--- src/rtl/iod_train_pkg.sv ---
// Shared definitions for the IOD read-training sequencer.
//   state_t      : sequencer states
//   DEF_*        : default parameter values for the top level
//   WAIT_CNT_W   : width of the shared settle/sample wait counter
//   centre_tap() : floor centre of a window given its start and length
package iod_train_pkg;

  typedef enum logic [3:0] {
    ST_IDLE,
    ST_LOAD,
    ST_SETTLE,
    ST_CLEAR,
    ST_SAMPLE,
    ST_EVAL,
    ST_STEP,
    ST_CMOVE,
    ST_CSETTLE,
    ST_DONE
  } state_t;

  localparam int DEF_TAP_W         = 8;
  localparam int DEF_MAX_TAPS      = 128;
  localparam int DEF_SETTLE_CYCLES = 4;
  localparam int DEF_SAMPLE_CYCLES = 16;
  localparam int DEF_MIN_WINDOW    = 4;
  localparam int WAIT_CNT_W        = 16;

  // Only meaningful for len >= 1; the caller never uses the result otherwise.
  function automatic int unsigned centre_tap(input int unsigned start,
                                             input int unsigned len);
    return start + ((len - 1) >> 1);
  endfunction

endpackage

--- src/rtl/iod_train_wait_cnt.sv ---
// Loadable down-counter used for the SETTLE, SAMPLE and CSETTLE dwell times.
// Ports:
//   clk      : clock
//   rst      : synchronous active-high reset
//   load     : load load_val this cycle
//   load_val : dwell length minus one
//   tc       : terminal count, high while the count is zero
// Loading N-1 in the cycle before a wait state makes that state last N cycles.
module iod_train_wait_cnt #(
  parameter int CNT_W = 16
) (
  input  logic             clk,
  input  logic             rst,
  input  logic             load,
  input  logic [CNT_W-1:0] load_val,
  output logic             tc
);

  logic [CNT_W-1:0] cnt;

  always_ff @(posedge clk) begin
    if (rst) begin
      cnt <= '0;
    end else if (load) begin
      cnt <= load_val;
    end else if (cnt != '0) begin
      cnt <= cnt - CNT_W'(1);
    end
  end

  assign tc = (cnt == '0);

endmodule

--- src/rtl/iod_read_training_ctrl.sv ---
// Per-lane read-training sequencer. Sweeps the IOD receive delay line tap by
// tap, samples the eye-monitor EARLY/LATE flags at each tap, finds the widest
// passing window (earliest wins ties) and parks the delay line at its centre.
// Ports:
//   FAB_CLK, RX_SYNC_RST      : clock, synchronous active-high reset
//   START                     : one-cycle request, honoured in IDLE or DONE
//   BUSY, DONE, FAIL          : status; FAIL/TAP_OUT/WIN_LEN valid with DONE
//   TAP_OUT, WIN_LEN          : final tap and best window width
//   DELAY_LINE_LOAD/MOVE/DIRECTION : delay-line controls (1 = increment)
//   EYE_MONITOR_CLEAR_FLAGS   : clear pulse before each sample window
//   EYE_MONITOR_EARLY/LATE    : eye-monitor flags
//   DELAY_LINE_OUT_OF_RANGE   : delay-line limit flag
// Optional (IOD_TRAIN_STATUS_EN): WIN_START, SWEEP_END, FAIL_TAPS.
module iod_read_training_ctrl
  import iod_train_pkg::*;
#(
  parameter int TAP_W         = DEF_TAP_W,
  parameter int MAX_TAPS      = DEF_MAX_TAPS,
  parameter int SETTLE_CYCLES = DEF_SETTLE_CYCLES,
  parameter int SAMPLE_CYCLES = DEF_SAMPLE_CYCLES,
  parameter int MIN_WINDOW    = DEF_MIN_WINDOW
) (
  input  logic             FAB_CLK,
  input  logic             RX_SYNC_RST,
  input  logic             START,
  output logic             BUSY,
  output logic             DONE,
  output logic             FAIL,
  output logic [TAP_W-1:0] TAP_OUT,
  output logic [TAP_W:0]   WIN_LEN,
  output logic             DELAY_LINE_LOAD,
  output logic             DELAY_LINE_MOVE,
  output logic             DELAY_LINE_DIRECTION,
  output logic             EYE_MONITOR_CLEAR_FLAGS,
`ifdef IOD_TRAIN_STATUS_EN
  output logic [TAP_W-1:0] WIN_START,
  output logic [TAP_W-1:0] SWEEP_END,
  output logic [15:0]      FAIL_TAPS,
`endif
  input  logic             EYE_MONITOR_EARLY,
  input  logic             EYE_MONITOR_LATE,
  input  logic             DELAY_LINE_OUT_OF_RANGE
);

  localparam logic [TAP_W-1:0]      LAST_TAP   = TAP_W'(MAX_TAPS - 1);
  localparam logic [TAP_W:0]        MIN_LEN    = (TAP_W + 1)'(MIN_WINDOW);
  localparam logic [WAIT_CNT_W-1:0] SETTLE_VAL = WAIT_CNT_W'(SETTLE_CYCLES - 1);
  localparam logic [WAIT_CNT_W-1:0] SAMPLE_VAL = WAIT_CNT_W'(SAMPLE_CYCLES - 1);

  state_t state, state_nxt;

  logic [TAP_W-1:0] cur_tap, cur_start, best_start, centre_q;
  logic [TAP_W:0]   cur_len, best_len;
  logic             sticky, oor_tap, fail_q;

  logic             pass;
  logic [TAP_W:0]   len_upd, best_len_upd;
  logic [TAP_W-1:0] start_upd, best_start_upd, centre_nxt;
  logic             sweep_last, win_ok, start_ok;

  logic                  wc_load, wc_tc;
  logic [WAIT_CNT_W-1:0] wc_val;

  iod_train_wait_cnt #(.CNT_W(WAIT_CNT_W)) u_wait_cnt (
    .clk      (FAB_CLK),
    .rst      (RX_SYNC_RST),
    .load     (wc_load),
    .load_val (wc_val),
    .tc       (wc_tc)
  );

  // Window bookkeeping as it will stand after this EVAL cycle. An
  // out-of-range tap always fails and also ends the sweep.
  always_comb begin
    pass           = !sticky && !oor_tap;
    len_upd        = pass ? cur_len + (TAP_W + 1)'(1) : '0;
    start_upd      = (pass && cur_len == '0) ? cur_tap : cur_start;
    best_len_upd   = best_len;
    best_start_upd = best_start;
    if (len_upd > best_len) begin
      best_len_upd   = len_upd;
      best_start_upd = start_upd;
    end
    sweep_last = oor_tap || (cur_tap == LAST_TAP);
    win_ok     = (best_len_upd >= MIN_LEN);
    centre_nxt = TAP_W'(centre_tap(32'(best_start_upd), 32'(best_len_upd)));
  end

  assign start_ok = START && (state == ST_IDLE || state == ST_DONE);

  always_ff @(posedge FAB_CLK) begin
    if (RX_SYNC_RST) begin
      state <= ST_IDLE;
    end else begin
      state <= state_nxt;
    end
  end

  always_comb begin
    state_nxt               = state;
    DELAY_LINE_LOAD         = 1'b0;
    DELAY_LINE_MOVE         = 1'b0;
    DELAY_LINE_DIRECTION    = 1'b1;
    EYE_MONITOR_CLEAR_FLAGS = 1'b0;
    wc_load                 = 1'b0;
    wc_val                  = SETTLE_VAL;
    unique case (state)
      ST_IDLE, ST_DONE: begin
        if (START) state_nxt = ST_LOAD;
      end
      ST_LOAD: begin
        DELAY_LINE_LOAD = 1'b1;
        wc_load         = 1'b1;
        state_nxt       = ST_SETTLE;
      end
      ST_SETTLE: begin
        if (wc_tc) state_nxt = ST_CLEAR;
      end
      ST_CLEAR: begin
        EYE_MONITOR_CLEAR_FLAGS = 1'b1;
        wc_load                 = 1'b1;
        wc_val                  = SAMPLE_VAL;
        state_nxt               = ST_SAMPLE;
      end
      ST_SAMPLE: begin
        if (wc_tc) state_nxt = ST_EVAL;
      end
      ST_EVAL: begin
        if (!sweep_last) begin
          state_nxt = ST_STEP;
        end else if (!win_ok) begin
          // No usable window: park the delay line back at tap 0.
          DELAY_LINE_LOAD = 1'b1;
          state_nxt       = ST_DONE;
        end else if (cur_tap == centre_nxt) begin
          state_nxt = ST_DONE;
        end else begin
          state_nxt = ST_CMOVE;
        end
      end
      ST_STEP: begin
        DELAY_LINE_MOVE = 1'b1;
        wc_load         = 1'b1;
        state_nxt       = ST_SETTLE;
      end
      ST_CMOVE: begin
        DELAY_LINE_MOVE      = 1'b1;
        DELAY_LINE_DIRECTION = 1'b0;
        wc_load              = 1'b1;
        state_nxt            = ST_CSETTLE;
      end
      ST_CSETTLE: begin
        if (wc_tc) state_nxt = (cur_tap == centre_q) ? ST_DONE : ST_CMOVE;
      end
      default: state_nxt = ST_IDLE;
    endcase
  end

  always_ff @(posedge FAB_CLK) begin
    if (RX_SYNC_RST) begin
      cur_tap    <= '0;
      cur_start  <= '0;
      cur_len    <= '0;
      best_start <= '0;
      best_len   <= '0;
      centre_q   <= '0;
      sticky     <= 1'b0;
      oor_tap    <= 1'b0;
      fail_q     <= 1'b0;
    end else begin
      if (start_ok) begin
        cur_tap    <= '0;
        cur_start  <= '0;
        cur_len    <= '0;
        best_start <= '0;
        best_len   <= '0;
        oor_tap    <= 1'b0;
        fail_q     <= 1'b0;
      end
      case (state)
        ST_SETTLE: if (DELAY_LINE_OUT_OF_RANGE) oor_tap <= 1'b1;
        ST_CLEAR:  sticky <= 1'b0;
        ST_SAMPLE: sticky <= sticky | EYE_MONITOR_EARLY | EYE_MONITOR_LATE;
        ST_EVAL: begin
          cur_len    <= len_upd;
          cur_start  <= start_upd;
          best_len   <= best_len_upd;
          best_start <= best_start_upd;
          centre_q   <= centre_nxt;
          if (sweep_last && !win_ok) begin
            fail_q  <= 1'b1;
            cur_tap <= '0;
          end
        end
        ST_STEP: begin
          cur_tap <= cur_tap + TAP_W'(1);
          oor_tap <= 1'b0;
        end
        ST_CMOVE: cur_tap <= cur_tap - TAP_W'(1);
        default: ;
      endcase
    end
  end

`ifdef IOD_TRAIN_STATUS_EN
  logic [TAP_W-1:0] sweep_end_q;
  logic [15:0]      fail_taps_q;

  always_ff @(posedge FAB_CLK) begin
    if (RX_SYNC_RST) begin
      sweep_end_q <= '0;
      fail_taps_q <= '0;
    end else if (start_ok) begin
      sweep_end_q <= '0;
      fail_taps_q <= '0;
    end else if (state == ST_EVAL) begin
      if (sweep_last) sweep_end_q <= cur_tap;
      if (!pass && fail_taps_q != 16'hFFFF) fail_taps_q <= fail_taps_q + 16'd1;
    end
  end

  assign WIN_START = best_start;
  assign SWEEP_END = sweep_end_q;
  assign FAIL_TAPS = fail_taps_q;
`endif

  assign BUSY    = (state != ST_IDLE) && (state != ST_DONE);
  assign DONE    = (state == ST_DONE);
  assign FAIL    = fail_q;
  assign TAP_OUT = cur_tap;
  assign WIN_LEN = best_len;

endmodule

--- config.mk ---
export PLATFORM = sky130hd
export DESIGN_NAME = iod_read_training_ctrl
export DESIGN_NICKNAME = d
export VERILOG_FILES = /design/src/rtl/iod_train_pkg.sv /design/src/rtl/iod_train_wait_cnt.sv /design/src/rtl/iod_read_training_ctrl.sv
export SDC_FILE = /design/constraint.sdc
export NUM_CORES = 1
export LEC_CHECK = 0
export ABC_AREA = 1
export CORE_MARGIN = 2
export CORE_UTILIZATION = 35
export DETAILED_ROUTE_END_ITERATION = 12
export GPL_TIMING_DRIVEN = 0
export RECOVER_POWER = 25
export SYNTH_ARGS = -nofsm -noshare
export SYNTH_HDL_FRONTEND = slang
export SYNTH_SLANG_ARGS = --single-unit
--- constraint.sdc ---
create_clock -name FAB_CLK -period 4.6 [get_ports FAB_CLK]
set_input_delay 0.46 -clock FAB_CLK [delete_from_list [all_inputs] [get_ports FAB_CLK]]
set_output_delay 0.46 -clock FAB_CLK [all_outputs]
set_load 0.05 [all_outputs]
==> results of run 1 <==
[worst min path at each step]
stage,from,to,slack [ns],depth (start not counted)
floorplan,u_wait_cnt.cnt[14]$_SDFFE_PP0P_,u_wait_cnt.cnt[14]$_SDFFE_PP0P_,0.41,1
global placement,u_wait_cnt.cnt[14]$_SDFFE_PP0P_,u_wait_cnt.cnt[14]$_SDFFE_PP0P_,0.43,1
detailed placement,u_wait_cnt.cnt[14]$_SDFFE_PP0P_,u_wait_cnt.cnt[14]$_SDFFE_PP0P_,0.43,1
CTS,u_wait_cnt.cnt[14]$_SDFFE_PP0P_,u_wait_cnt.cnt[14]$_SDFFE_PP0P_,0.44,1
global route,u_wait_cnt.cnt[14]$_SDFFE_PP0P_,u_wait_cnt.cnt[14]$_SDFFE_PP0P_,0.45,1
finish,u_wait_cnt.cnt[14]$_SDFFE_PP0P_,u_wait_cnt.cnt[14]$_SDFFE_PP0P_,0.44,1
[flip-flops by register name, indices dropped and copies added, names as in the netlist]
register	flops
FAIL	1
cur_start	8
centre_q	8
best_start	8
state	4
sticky	1
TAP_OUT	8
cur_len	9
oor_tap	1
WIN_LEN	9
u_wait_cnt.cnt	16
[logic make-up (layout without fill, tap and decap cells)]
logic type / Yosys count / after routing / synth area share (%)
AO/OA/AOI/OAI: 148 / 148 / 17.1
XOR/XNOR: 25 / 25 / 4.56
adder cells (fa/ha/maj): 28 / 28 / 7.60
buffers and inverters: 114 / 192 / 9.09
flip-flops: 73 / 73 / 30.4
AND/OR/NAND/NOR: 333 / 333 / 31.2
[where the power goes]
| group | switching (W) | internal, W |
|---|---|---|
| Clock | 0.000289 | 0.000436 |
| Combinational | 0.00105 | 0.000704 |
| Sequential | 0.0000640 | 0.000708 |
| Total | 0.00140 | 0.00185 |
[placed cells by master (no fill, tap or decap), drive strengths merged, types with 2 or more instances in the layout]
cell | synthesis | final
dlygate4sd3 | 0 | 15
nor3 | 11 | 11
dfxtp | 73 | 73
clkbuf | 14 | 26
nor2 | 77 | 77
nor4 | 3 | 3
and3 | 2 | 2
nand3 | 35 | 35
nand4 | 7 | 7
fa | 2 | 2
o22ai | 3 | 3
a21oi | 79 | 79
a31oi | 2 | 2
ha | 26 | 26
xnor2 | 10 | 10
inv | 97 | 97
xor2 | 15 | 15
o21ai | 47 | 47
a21o | 2 | 2
o32ai | 4 | 4
clkdlybuf4s50 | 0 | 13
buf | 3 | 36
o31ai | 5 | 5
or2 | 12 | 12
nand2 | 184 | 184
clkinv | 0 | 3
[per-layer routing]
layer | global-route usage [%] | up-vias | part of all wire, %
met4 | 4.89 | 0 | 1.8
met5 | 0 | - | 0
met1 | 24.7 | 2191 | 49
met3 | 4.14 | 21 | 3.9
met2 | 29.5 | 93 | 46
li1 | - | 2489 | -
[through the flow]
step	setup TNS (ns)	setup slack [ns]	utilization, %
final	-0.0206	-0.0180	46.8
after global routing	-0.700	-0.245	46.8
after CTS	-0.0147	-0.0147	43.9
after detailed placement	-2.83	-0.791	39.8
after global placement	-2.84	-0.802	39.8
after floorplan	0	0.0281	-
[layout make-up]
class	count	area (um^2)	area share, %
multi-input combinational	534	3240	51.9
timing repair buffer	62	553	8.86
clock inverter	4	52.6	0.842
inverter	97	372	5.95
sequential	73	1480	23.7
clock buffer	12	246	3.95
tap	176	220	3.53
buffer	17	77.6	1.24
[timing repair]
| item | CTS | global route |
|---|---|---|
| hold buffers | 0 | 0 |
| resized for setup | 38 | 58 |
| setup buffers | 17 | 17 |
| endpoints found under the setup margin | 7 | 5 |
| gates cloned | 0 | 0 |
| endpoints found under the hold margin | 0 | 0 |
| pin swaps | 25 | 42 |
==> metrics.yaml, run 1 <==
cts_tree: "built"
synth.top_cell.area_share_pct: 30.4
cp_max_fo: 6
setup_viol: 2
crit_family: "simple AND/OR/NAND/NOR gates"
grt_pass1_vias: 4366
slew_headroom_pct: 53.2
ys_warn_count: 0
worst-setup-path-type: "reg -> reg"
final_antenna_net_count: 0
path_depth: 30
drc: 0
cts.sinks: 73
initial_core_util_pct: 36.0
power_w: 0.00325
clockRootBuffer: "clkbuf_16"
num_io_pins: 30
n_antenna_cell: 0
placementRows: 42
rr_endpoint: "state[1]$_SDFFE_PP0P_"
place.gp.congestion: 0.856
vias_per_cell: 4.92
fin_area_um2: 6240
power_leakage_nw: 2.70
r2r-start: "cur_len[1]$_SDFFE_PP0P_"
portBuffers: 29
dr.pass1.iters: 4
setup_slack_ns: -0.0180
async_flop_share_pct: 0
reg2reg_depth: 30
power_density_nw_per_um2: 520
critPathCaptureType: "register"
hp-class: "reg -> reg"
fmax_mhz: 217
synth_area_leader_cell: "dfxtp_1"
drt_iter0_drc: 242
vias: 4794
hold_viol: 0
slew_violations: 0
track_usage_pct: 18.3
grt_first_pass_wirelength_um: 21200
synth_nets: 755
overflow: 0
synth_most_common_cell: "nand2_1"
antenna_found_initial: 0
synth_seq_area_share_pct: 30.4
violations: "setup timing"
synth_cell_type_count: 43
dpl.hpwl_um: 9360
critPathCapture: "state[1]$_SDFFE_PP0P_"
startpoint_type: "register"
dieHeight_um: 121
crit_arrival_ns: 4.90
clkSlewWorstSetupHoldPaths_ns: 0.06
syn2layout_area_growth_pct: 29.9
htree_num_levels: 3
syn_area_um2: 4810
syn_avg_cell_area_um2: 6.67
skew_ns: 0.00798
routed_wirelength_um: 13400
cts-buffers-inserted: 9
drive_gt1_share_pct: 19.5
rsz0062_at_grt: "yes"
synthCells: 721
fill_cells: 1384
synth_edf_count: 0
timing.hold.ws_ns: 0.443
post_drt_wl_per_cell_um: 13.8
synth-seq-cells: 73
reg2reg_slack_ns: -0.02
critPathRequiredTime_ns: 4.88
max_stage_delay_ns: 0.37
slowest_stage: "dfxtp_4"
ys.flop_type: "dfxtp_1"
final_nets: 828
die_w_um: 121
post-route-period-util_pct: 100
finalCriticalPeriod_ns: 4.62
critPathBufInv: 3
dp.cells: 926
critPathLaunch: "cur_len[1]$_SDFFE_PP0P_"
cap_violations: 0
core_um2: 13300
dpl_cell_area_um2: 5320
synth_common_cells: "173 x nand2_1, 97 x inv_1, 75 x a21oi_1"
ir_drop_uv: 321
dieArea_um2: 14700
worstMarginPinSlew_ns: 0.700
clk-insertion-delay-late_ns: 0.35
outcome: "finished, violations left"
cts_max_path_buffers: 2
synthTopCellsByArea: "dfxtp_1 30%, nand2_1 14%, a21oi_1 7.8%"
grt_max_degree: 13
fin_cells: 975
No activity file was read; power rests on OpenSTA's default activity.
==> run 2: changes to the inputs <==
CORE_MARGIN = unset   (was 2)
CTS_CLUSTER_DIAMETER = 100   (was unset)
clock period = 5.9 ns   (was 4.6 ns; I/O delays follow)
==> run 2 against run 1 <==
Non-clock buffer count shrank 33. Die area shrank 3.3%. Register-to-register slack gained 0.47 ns. Critical path depth grew 2. Global-route usage grew 0.27 points. Sequential cell count is the same. The run now ends clean. Clock-buffer cell count is the same. Design area shrank 10%.
==> metrics.yaml, run 2 (same netlist as run 1, synthesis figures left out) <==
outcome: "finished, final reports clean"
post_drt_wl_per_cell_um: 13.3  # -3.6%
cts_hold_buf: 0  # unchanged
grt_max_degree: 13  # unchanged
critPathCaptureType: "register"
worstHoldEndpoint: "u_wait_cnt.cnt[14]$_SDFFE_PP0P_"
dieArea_um2: 14200  # -3.3%
min_from: "u_wait_cnt.cnt[14]$_SDFFE_PP0P_"
reg2reg_depth: 32  # +6.7%
vias_per_cell: 4.88  # -0.81%
final_util_pct: 42.2  # -4.6 points
hp-class: "reg -> reg"
hold_viol: 0  # unchanged
final_antenna_net_count: 0  # unchanged
dr.pass1.iters: 5  # +1
startpoint_type: "register"
worstMarginPinSlew_ns: 0.723  # +0.0228 ns
n_antenna_cell: 0  # unchanged
clkSlewWorstSetupHoldPaths_ns: 0.06  # about the same
cts-buffers-inserted: 9  # unchanged
min_path_cells: 1  # unchanged
met2_usage_pct: 29.5  # -0.060 points
skew_ns: 0.00987  # +0.00189 ns
top_register: "u_wait_cnt.cnt"
cts_tree: "built"
layout.cells.most_common: "nand2_1"
cts_resized: 0  # -100%
initial_core_util_pct: 36.1  # +0.14 points
power_leakage_nw: 2.47  # -8.6%
routed_wirelength_um: 12500  # -6.8%
grt_use_met3_pct: 4.12  # -0.017 points
setup_viol: 0  # -2
num_io_pins: 30  # unchanged
drc: 0  # unchanged
cts_max_path_buffers: 2  # unchanged
htree_num_levels: 3  # unchanged
final_cell_mix: "173 x nand2_1, 97 x inv_1, 75 x a21oi_1, 73 x dfxtp_1, 68 x nor2_1"
power_density_nw_per_um2: 393  # -24%
syn2layout_area_growth_pct: 16.7
cts.sinks: 73  # unchanged
core_um2: 13300  # -0.39%
crit_path_frequent_cell: "nand2_1"
ir_drop_uv: 275  # -14%
fmax_mhz: 183  # -15%
r2r-start: "cur_len[0]$_SDFFE_PP0P_"
slew_headroom_pct: 51.6  # -1.5 points
grt_pass1_vias: 4184  # -4.2%
grt_use_met1_pct: 25.1  # +0.45 points
drive_gt1_share_pct: 7.83  # -12 points
critPathRequiredTime_ns: 6.10  # +1.22 ns
vias: 4594  # -4.2%
reg2reg_slack_ns: 0.45  # +0.47 ns
rr_endpoint: "state[1]$_SDFFE_PP0P_"
cp_max_fo: 10  # +4
clockRootBuffer: "clkbuf_16"
overflow: 0  # unchanged
crit_arrival_ns: 5.65  # +0.75 ns
slowest_stage: "dfxtp_1"
place.gp.congestion: 0.849  # -0.81%
final_nets: 795  # -4.0%
placementRows: 42  # unchanged
finalCriticalPeriod_ns: 5.45  # +0.832 ns
largest_reg_flops: 16  # unchanged
slew_violations: 0  # unchanged
grt_busiest_layer: "met2"
track_usage_pct: 18.6  # +0.27 points
die_w_um: 119  # -1.7%
cap_violations: 0  # unchanged
fin_tns_setup_ns: 0  # +0.0206 ns
max_stage_delay_ns: 0.38  # about the same
post_cts_buffers: 0  # -17
drt_iter0_drc: 290  # +20%
clk-insertion-delay-late_ns: 0.34  # about the same
critPathBufInv: 3  # unchanged
grt_first_pass_wirelength_um: 20700  # -2.7%
dieHeight_um: 119  # -1.7%
post-route-period-util_pct: 92.4  # -8.0 points
worst-setup-path-type: "reg -> reg"
portBuffers: 29  # unchanged
rsz0062_at_grt: "no"
crit_family: "simple AND/OR/NAND/NOR gates"
dpl.hpwl_um: 9490  # +1.4%
antenna_found_initial: 0  # unchanged
run 2: changes by cell type in the layout (fill, tap and decap cells not counted), moves of 7 or more:
cell,change
nand2_1,+10
dfxtp_1,+7
buf_4,-31
a21oi_1,+7
nor2_1,+9
ha_1,+7
nand2_2,-8
a21oi_2,-7
run 2: final cells by class:
class	count	area, um^2
Fill cell	1439	7690
Clock buffer	12	246
Timing Repair Buffer	29	290
Multi-Input combinational cell	534	2900
Inverter	97	364
Tap cell	176	220
Buffer	17	72.6
Clock inverter	4	52.6
Sequential cell	73	1460
run 2: report_power, final:
part	switching (W)	leakage, nW	total [W]	internal [W]
Clock	0.000216	0.147	0.000556	0.000340
Sequential	0.0000506	0.591	0.000604	0.000553
Combinational	0.000697	1.73	0.00104	0.000348
Total	0.000964	2.47	0.00220	0.00124
run 2: per-layer routing:
metal,routed length (um),up-vias
li1,-,2432
met1,6270,2057
met2,5650,90
met3,441,15
met4,153,0
met5,0,-
run 2: worst max-delay path by stage:
| stage | startpoint | end | slack, ns | depth (start not counted) |
|---|---|---|---|---|
| 2_1_floorplan | cur_len[0]$_SDFFE_PP0P_ | state[2]$_SDFFE_PP0P_ | 1.33 | 32 |
| 3_3_place_gp | cur_len[0]$_SDFFE_PP0P_ | state[1]$_SDFFE_PP0P_ | 0.51 | 29 |
| 3_5_place_dp | cur_len[0]$_SDFFE_PP0P_ | state[1]$_SDFFE_PP0P_ | 0.53 | 29 |
| 4_1_cts | cur_len[0]$_SDFFE_PP0P_ | state[1]$_SDFFE_PP0P_ | 0.50 | 32 |
| 5_1_grt | cur_len[0]$_SDFFE_PP0P_ | state[1]$_SDFFE_PP0P_ | 0.04 | 35 |
| 6_report | cur_len[0]$_SDFFE_PP0P_ | state[1]$_SDFFE_PP0P_ | 0.45 | 32 |
run 2: per-stage QoR:
step | total power, W | area [um^2] | instances | setup WS, ns | hold WS (ns)
after floorplan | 0.00141 | 4810 | 721 | 1.33 | 0.414
after detailed placement | 0.00165 | 5320 | 926 | 0.534 | 0.439
final | 0.00220 | 5610 | 942 | 0.450 | 0.449
after global placement | 0.00165 | 5320 | 926 | 0.505 | 0.434
after global routing | 0.00239 | 5610 | 942 | 0.0431 | 0.477
after CTS | 0.00222 | 5620 | 942 | 0.498 | 0.450
